## config.mk

```make
export PLATFORM = sky130hd
export DESIGN_NAME = hack_cpu_ctrl_flat
export DESIGN_NICKNAME = d
export VERILOG_FILES = /design/src/rtl/hack_cpu_ctrl_pkg.sv /design/src/rtl/hack_cpu_ctrl_if.sv /design/src/rtl/hack_cpu_ctrl_alu.sv /design/src/rtl/hack_cpu_ctrl.sv /design/src/flat_wrapper.sv
export SDC_FILE = /design/constraint.sdc
export NUM_CORES = 1
export LEC_CHECK = 0
export BUFFER_PORTS_ARGS = -buffer_cell sky130_fd_sc_hd__buf_2
export CAP_MARGIN = 20
export CORE_MARGIN = 1
export CORE_UTILIZATION = 60
export CTS_BUF_LIST = sky130_fd_sc_hd__clkbuf_2
export DETAILED_ROUTE_END_ITERATION = 8
export GPL_TIMING_DRIVEN = 0
export PLACE_DENSITY = 0.89
export SLEW_MARGIN = 20
export SYNTH_ARGS = -nofsm -noshare
export SYNTH_HDL_FRONTEND = slang
export SYNTH_SLANG_ARGS = --single-unit
```

## constraint.sdc

```tcl
create_clock -name clk -period 8.99 [get_ports clk]
set_input_delay 0.899 -clock clk [delete_from_list [all_inputs] [get_ports clk]]
set_output_delay 0.899 -clock clk [all_outputs]
set_load 0.005 [all_outputs]
```

## src/rtl/hack_cpu_ctrl_pkg.sv

```systemverilog
// rtl/hack_cpu_ctrl_pkg.sv - shared widths, IR field positions and FSM state type for the Hack CPU controller
package hack_cpu_ctrl_pkg;

   localparam int DATA_W  = 16;
   localparam int ADDR_W  = 15;

   localparam int IR_CI   = 15;
   localparam int IR_A    = 12;
   localparam int COMP_HI = 11;
   localparam int COMP_LO = 6;
   localparam int DEST_A  = 5;
   localparam int DEST_D  = 4;
   localparam int DEST_M  = 3;
   localparam int JUMP_HI = 2;
   localparam int JUMP_LO = 0;
   localparam int JMP_LT  = 2;
   localparam int JMP_EQ  = 1;
   localparam int JMP_GT  = 0;

   typedef enum logic [1:0] {
      ST_FETCH = 2'd0,
      ST_READ  = 2'd1,
      ST_EXEC  = 2'd2,
      ST_WRITE = 2'd3
   } state_t;

   function automatic logic jump_taken(input logic [2:0] jmp, input logic ng, input logic zr);
      return (jmp[JMP_LT] & ng) | (jmp[JMP_EQ] & zr) | (jmp[JMP_GT] & ~ng & ~zr);
   endfunction

endpackage

```

## src/rtl/hack_cpu_ctrl_if.sv

```systemverilog
// rtl/hack_cpu_ctrl_if.sv - instruction fetch and data memory bus between controller and its environment
interface hack_cpu_ctrl_if;
   import hack_cpu_ctrl_pkg::*;

   logic [DATA_W-1:0] instr;
   logic              instr_valid;
   logic              instr_ready;
   logic [ADDR_W-1:0] pc;
   logic [ADDR_W-1:0] addressM;
   logic              mem_req;
   logic              writeM;
   logic [DATA_W-1:0] outM;
   logic [DATA_W-1:0] inM;
   logic              mem_ack;

   modport master (
      input  instr, instr_valid, inM, mem_ack,
      output instr_ready, pc, addressM, mem_req, writeM, outM
   );

   modport slave (
      output instr, instr_valid, inM, mem_ack,
      input  instr_ready, pc, addressM, mem_req, writeM, outM
   );

endinterface

```

## src/rtl/hack_cpu_ctrl_alu.sv

```systemverilog
// rtl/hack_cpu_ctrl_alu.sv - Hack ALU: zero/negate each input, add or and, optionally negate the result
module alu
   import hack_cpu_ctrl_pkg::*;
(
   input  logic [DATA_W-1:0] x,
   input  logic [DATA_W-1:0] y,
   input  logic              zx,
   input  logic              nx,
   input  logic              zy,
   input  logic              ny,
   input  logic              f,
   input  logic              no,
   output logic [DATA_W-1:0] out,
   output logic              zr,
   output logic              ng
);

   logic [DATA_W-1:0] x_z, x_n, y_z, y_n, res;

   always_comb begin
      x_z = zx ? '0 : x;
      x_n = nx ? ~x_z : x_z;
      y_z = zy ? '0 : y;
      y_n = ny ? ~y_z : y_z;
      res = f ? (x_n + y_n) : (x_n & y_n);
      out = no ? ~res : res;
   end

   assign zr = (out == '0);
   assign ng = out[DATA_W-1];

endmodule

```

## src/rtl/hack_cpu_ctrl.sv

```systemverilog
// rtl/hack_cpu_ctrl.sv - multi-cycle Hack CPU controller: fetch, optional M read, execute, optional M write
module hack_cpu_ctrl
   import hack_cpu_ctrl_pkg::*;
(
   input  logic            clk,
   input  logic            rst_n,
   hack_cpu_ctrl_if.master bus
);

   state_t            state, state_nx;
   logic [DATA_W-1:0] a_reg, d_reg, ir, m_reg, outm_reg;
   logic [ADDR_W-1:0] pc_reg, addr_reg;
   logic [DATA_W-1:0] alu_y, alu_out;
   logic [5:0]        comp;
   logic              alu_zr, alu_ng, is_c, jump;
   logic              instr_ready, mem_req, writeM;

   assign is_c  = ir[IR_CI];
   assign comp  = ir[COMP_HI:COMP_LO];
   assign alu_y = ir[IR_A] ? m_reg : a_reg;
   assign jump  = jump_taken(ir[JUMP_HI:JUMP_LO], alu_ng, alu_zr);

   alu u_alu (
      .x  (d_reg),
      .y  (alu_y),
      .zx (comp[5]),
      .nx (comp[4]),
      .zy (comp[3]),
      .ny (comp[2]),
      .f  (comp[1]),
      .no (comp[0]),
      .out(alu_out),
      .zr (alu_zr),
      .ng (alu_ng)
   );

   always_ff @(posedge clk) begin
      if (!rst_n) state <= ST_FETCH;
      else        state <= state_nx;
   end

   // Bus strobes decode from state only so they never depend combinationally on inputs.
   always_comb begin
      state_nx    = state;
      instr_ready = 1'b0;
      mem_req     = 1'b0;
      writeM      = 1'b0;
      case (state)
         ST_FETCH: begin
            instr_ready = 1'b1;
            if (bus.instr_valid)
               state_nx = (bus.instr[IR_CI] && bus.instr[IR_A]) ? ST_READ : ST_EXEC;
         end
         ST_READ: begin
            mem_req = 1'b1;
            if (bus.mem_ack) state_nx = ST_EXEC;
         end
         ST_EXEC: begin
            state_nx = (is_c && ir[DEST_M]) ? ST_WRITE : ST_FETCH;
         end
         ST_WRITE: begin
            mem_req = 1'b1;
            writeM  = 1'b1;
            if (bus.mem_ack) state_nx = ST_FETCH;
         end
         default: state_nx = ST_FETCH;
      endcase
   end

   always_ff @(posedge clk) begin
      if (!rst_n) begin
         a_reg    <= '0;
         d_reg    <= '0;
         pc_reg   <= '0;
         ir       <= '0;
         m_reg    <= '0;
         outm_reg <= '0;
         addr_reg <= '0;
      end else begin
         case (state)
            ST_FETCH: if (bus.instr_valid) ir <= bus.instr;
            ST_READ:  if (bus.mem_ack) m_reg <= bus.inM;
            ST_EXEC: begin
               // Write address and jump target both use A as it was before this instruction.
               addr_reg <= a_reg[ADDR_W-1:0];
               if (!is_c) begin
                  a_reg  <= ir;
                  pc_reg <= pc_reg + ADDR_W'(1);
               end else begin
                  if (ir[DEST_A]) a_reg    <= alu_out;
                  if (ir[DEST_D]) d_reg    <= alu_out;
                  if (ir[DEST_M]) outm_reg <= alu_out;
                  pc_reg <= jump ? a_reg[ADDR_W-1:0] : pc_reg + ADDR_W'(1);
               end
            end
            default: ;
         endcase
      end
   end

   assign bus.instr_ready = instr_ready;
   assign bus.mem_req     = mem_req;
   assign bus.writeM      = writeM;
   assign bus.outM        = outm_reg;
   assign bus.pc          = pc_reg;
   assign bus.addressM    = (state == ST_WRITE) ? addr_reg : a_reg[ADDR_W-1:0];

endmodule

```

## src/flat_wrapper.sv

```systemverilog
// flat-port wrapper written by rule: the top's interface ports become plain ports
module hack_cpu_ctrl_flat import hack_cpu_ctrl_pkg::*;
  (clk, rst_n, bus_instr, bus_instr_valid, bus_inM, bus_mem_ack, bus_instr_ready, bus_pc, bus_addressM, bus_mem_req, bus_writeM, bus_outM);
  hack_cpu_ctrl_if bus_i ();
  input  logic clk;
  input  logic rst_n;
  input wire logic [$bits(bus_i.instr)-1:0] bus_instr;
  input wire logic [$bits(bus_i.instr_valid)-1:0] bus_instr_valid;
  input wire logic [$bits(bus_i.inM)-1:0] bus_inM;
  input wire logic [$bits(bus_i.mem_ack)-1:0] bus_mem_ack;
  output wire logic [$bits(bus_i.instr_ready)-1:0] bus_instr_ready;
  output wire logic [$bits(bus_i.pc)-1:0] bus_pc;
  output wire logic [$bits(bus_i.addressM)-1:0] bus_addressM;
  output wire logic [$bits(bus_i.mem_req)-1:0] bus_mem_req;
  output wire logic [$bits(bus_i.writeM)-1:0] bus_writeM;
  output wire logic [$bits(bus_i.outM)-1:0] bus_outM;
  assign bus_i.instr = bus_instr;
  assign bus_i.instr_valid = bus_instr_valid;
  assign bus_i.inM = bus_inM;
  assign bus_i.mem_ack = bus_mem_ack;
  assign bus_instr_ready = bus_i.instr_ready;
  assign bus_pc = bus_i.pc;
  assign bus_addressM = bus_i.addressM;
  assign bus_mem_req = bus_i.mem_req;
  assign bus_writeM = bus_i.writeM;
  assign bus_outM = bus_i.outM;
  hack_cpu_ctrl u_core (.clk(clk), .rst_n(rst_n), .bus(bus_i));
endmodule
```

==> summary.txt <==
Status - finished, final reports clean
Power Density - 137.6 nW/um2
Row count - 38
DR vias/cell - 6.086
Final std cells w/o fill - 1125
Period utilisation layout - 70.66%
First-pass DRT Iterations - 6
Count of flip-flops with a built-in enable after synthesis - 0
Clk pin slew, worst setup/hold paths - 0.28 ns
Critical Path Source - u_core.ir[12]$_SDFFE_PN0P_
Netlist cell types - 71
Die span in y - 108.3 um
DRT iter0 DRCs - 781
Io pins - 85
R2r endpoint - u_core.bus.pc[0]$_SDFFE_PN0P_
Worst-skew pair later-pin latency - 0.62 ns
# diodes - 0
Total Power - 1.030 mW
Nets - 1035
Worst slew margin - 45.30%
First-pass GRT wire length - 30590 um
Final HPWL DP - 14670 um
Synth area leaders - dfxtp_1 (33%), nand2_1 (11%), a21oi_1 (7.2%)
Flop2flop setup slack - 2.64 ns
Cts bufs inserted - 9
CTS Root Cell - clkbuf_2
Min Tclk post-route - 6.352 ns
Post-CTS Setup Inserts - 0
Critical path class - flop to flop
Worst hold-check path type - flop to flop
Final Hold Fails - 0
Die area - 11720 um2
Post-route cell area - 7485 um2
Setup TNS - 0 ns
TritonCTS Sinks - 112
WHS Path Cells - 2
CTS tree - yes
Initial antenna violation count - 0
Resize count post-CTS - 0
Worst Path Required - 9.56 ns
Maxcap violations - 0
Starting Density - 61.97%
Peak Freq - 0.1574 GHz
CTS HTree Levels - 3
Mean Syn Cell Area - 7.648 um2
Via count - 6847
Worst r2r src - u_core.ir[12]$_SDFFE_PN0P_
Largest net degree at the start of global routing - 18
WL/cell - 17.10 um
I/O Buffers - 84
Post-synth top area cell - dfxtp_1
Slew Limit Fails - 0
Final WL - 19240 um
Worst slew pin tran - 0.8184 ns
DP Area - 7378 um2
Async SR Flop Fraction - 0%
Total GRT Usage - 33.80%
Die X - 108.3 um
Final GP Congestion - 0.9322
Finish-stage setup viols - 0
Cts-stage hold buffer count - 0
Hold Path End - u_core.bus.outM[6]$_SDFFE_PN0P_
Yosys reg bits - 112
Critical path data arrival time - 6.92 ns
Final clock skew - 0.03068 ns
Worst setup SP type - flop
Mapped Area - 6776 um2
Largest fanout on the critical path - 10
Register area share after synthesis - 33.09%
Total gr overflow - 0
Post-Syn Nets - 940
Synth Flop Type - dfxtp_1
VDD IR max - 0.09796 mV
Clock tree buffer depth - 2
Top-area cell type share of the netlist area - 33.09%
Post-route ant nets - 0
DRC Markers - 0
Syn-to-layout area delta - 10.45%
Endpoint type of the worst setup path - flop
RSZ-0062 raised after global routing - no
Placed insts - 1110
Share of cells above drive strength 1 - 15.33%
Worst Reg2Reg Path Length in Cells - 19
Syn. warnings - 0
Leakage - 3.050 nW
Hold Startpoint - u_core.bus.outM[6]$_SDFFE_PN0P_
Mapped Cells - 886
Vias in the first global route - 6137
Core area - 10940 um2
## worst max-delay path by stage
stage / cells after the start / slack [ns] / to
after global placement: 19 / 2.93 / u_core.bus.pc[13]$_SDFFE_PN0P_
after detailed placement: 19 / 2.88 / u_core.bus.pc[10]$_SDFFE_PN0P_
after global routing: 19 / 2.42 / u_core.bus.pc[8]$_SDFFE_PN0P_
after CTS: 19 / 2.84 / u_core.bus.pc[0]$_SDFFE_PN0P_
after floorplan: 19 / 3.91 / u_core.bus.pc[12]$_SDFFE_PN0P_
final: 19 / 2.64 / u_core.bus.pc[0]$_SDFFE_PN0P_
## synthesized netlist by cell type (6+ instances only)
| cell type | instances |
|---|---|
| o21ai_1 | 8 |
| clkbuf_1 | 38 |
| buf_2 | 10 |
| nand2_1 | 195 |
| a21oi_1 | 98 |
| a211oi_1 | 13 |
| a21boi_0 | 9 |
| inv_1 | 15 |
| or3_1 | 23 |
| a21o_1 | 6 |
| a31oi_1 | 7 |
| ha_1 | 17 |
| dfxtp_1 | 112 |
| xor2_1 | 21 |
| o211a_1 | 7 |
| nand2b_1 | 24 |
| o21a_1 | 15 |
| nor2b_1 | 10 |
| o21ai_0 | 28 |
| mux2i_1 | 29 |
| nand3_1 | 16 |
| xnor2_1 | 26 |
| mux2_2 | 16 |
| nor2_1 | 61 |
## stage by stage
stage / hold WS, ns / worst slack, ns / utilization [%]
floorplan: 0.4338 / 3.908 / -
global placement: 0.4389 / 2.932 / 67.41
detailed placement: 0.4440 / 2.879 / 67.47
CTS: 0.4724 / 2.844 / 68.44
global route: 0.4686 / 2.422 / 68.44
finish: 0.4736 / 2.638 / 68.44
## cell type report
cell class                 count  area, um2
inverter                      16      60.06
buffer                        60      279.0
timing repair buffer          84      420.4
multi-input combinational    698       4202
fill                         895       3451
clock buffer                  10      50.05
clock inverter                 5      56.30
sequential                   112       2242
tap                          140      175.2
## routing by layer
layer	wire length [um]	global-route usage, %	vias up
li1	-	-	3246
met1	8012	46.46	3151
met2	8591	53.00	395
met3	2039	5.606	55
met4	595	12.93	0
met5	0	0	-
## cell families (layout without fill, tap and decap cells)
kind of cell    count (synthesis)  count (layout)  synth area share (%)
flops                         112             112                 33.09
buf+inv                        76             175                 5.004
fa+ha+maj                      18              18                 3.434
xor+xnor                       47              47                 6.075
simple gates                  365             365                 24.70
compound gates                223             223                 20.75
mux                            45              45                 6.942
## power by group
group	leakage [nW]	switching (mW)	internal (mW)	total (mW)
clock	0.0698	0.166	0.0642	0.231
sequential	0.907	0.0152	0.515	0.530
combinational	2.07	0.171	0.0985	0.269
total	3.05	0.353	0.677	1.03
## critical path: stages, from the launching register on
cell and delay [ns]:
dfxtp_1 0.37, clkbuf_1 0.51, clkbuf_1 0.64, mux2i_1 0.33, nor2_1 0.08, xor2_1 0.23
ha_1 0.27, clkbuf_2 0.17, a21oi_1 0.28, o21ai_0 0.16, a2111oi_0 0.41, nor4b_1 0.11
o31ai_1 0.59, xor2_1 0.20, or4_4 0.58, or4_4 0.52, a31oi_4 0.37, buf_6 0.21
nand3_1 0.09, a31oi_1 0.18
## placed cells by master (no fill, tap or decap), types with 6 or more instances in the layout
master and count:
nand2_1 195, dfxtp_1 112, a21oi_1 98, buf_2 94, nor2_1 61, clkbuf_1 38
mux2i_1 29, o21ai_0 28, xnor2_1 26, nand2b_1 24, or3_1 23, xor2_1 21
ha_1 17, mux2_2 16, nand3_1 16, inv_1 15, o21a_1 15, a211oi_1 13
clkbuf_2 12, nor2b_1 10, a21boi_0 9, o21ai_1 8, o211a_1 7, a31oi_1 7
a21o_1 6
(Power assumes the default switching activity.)
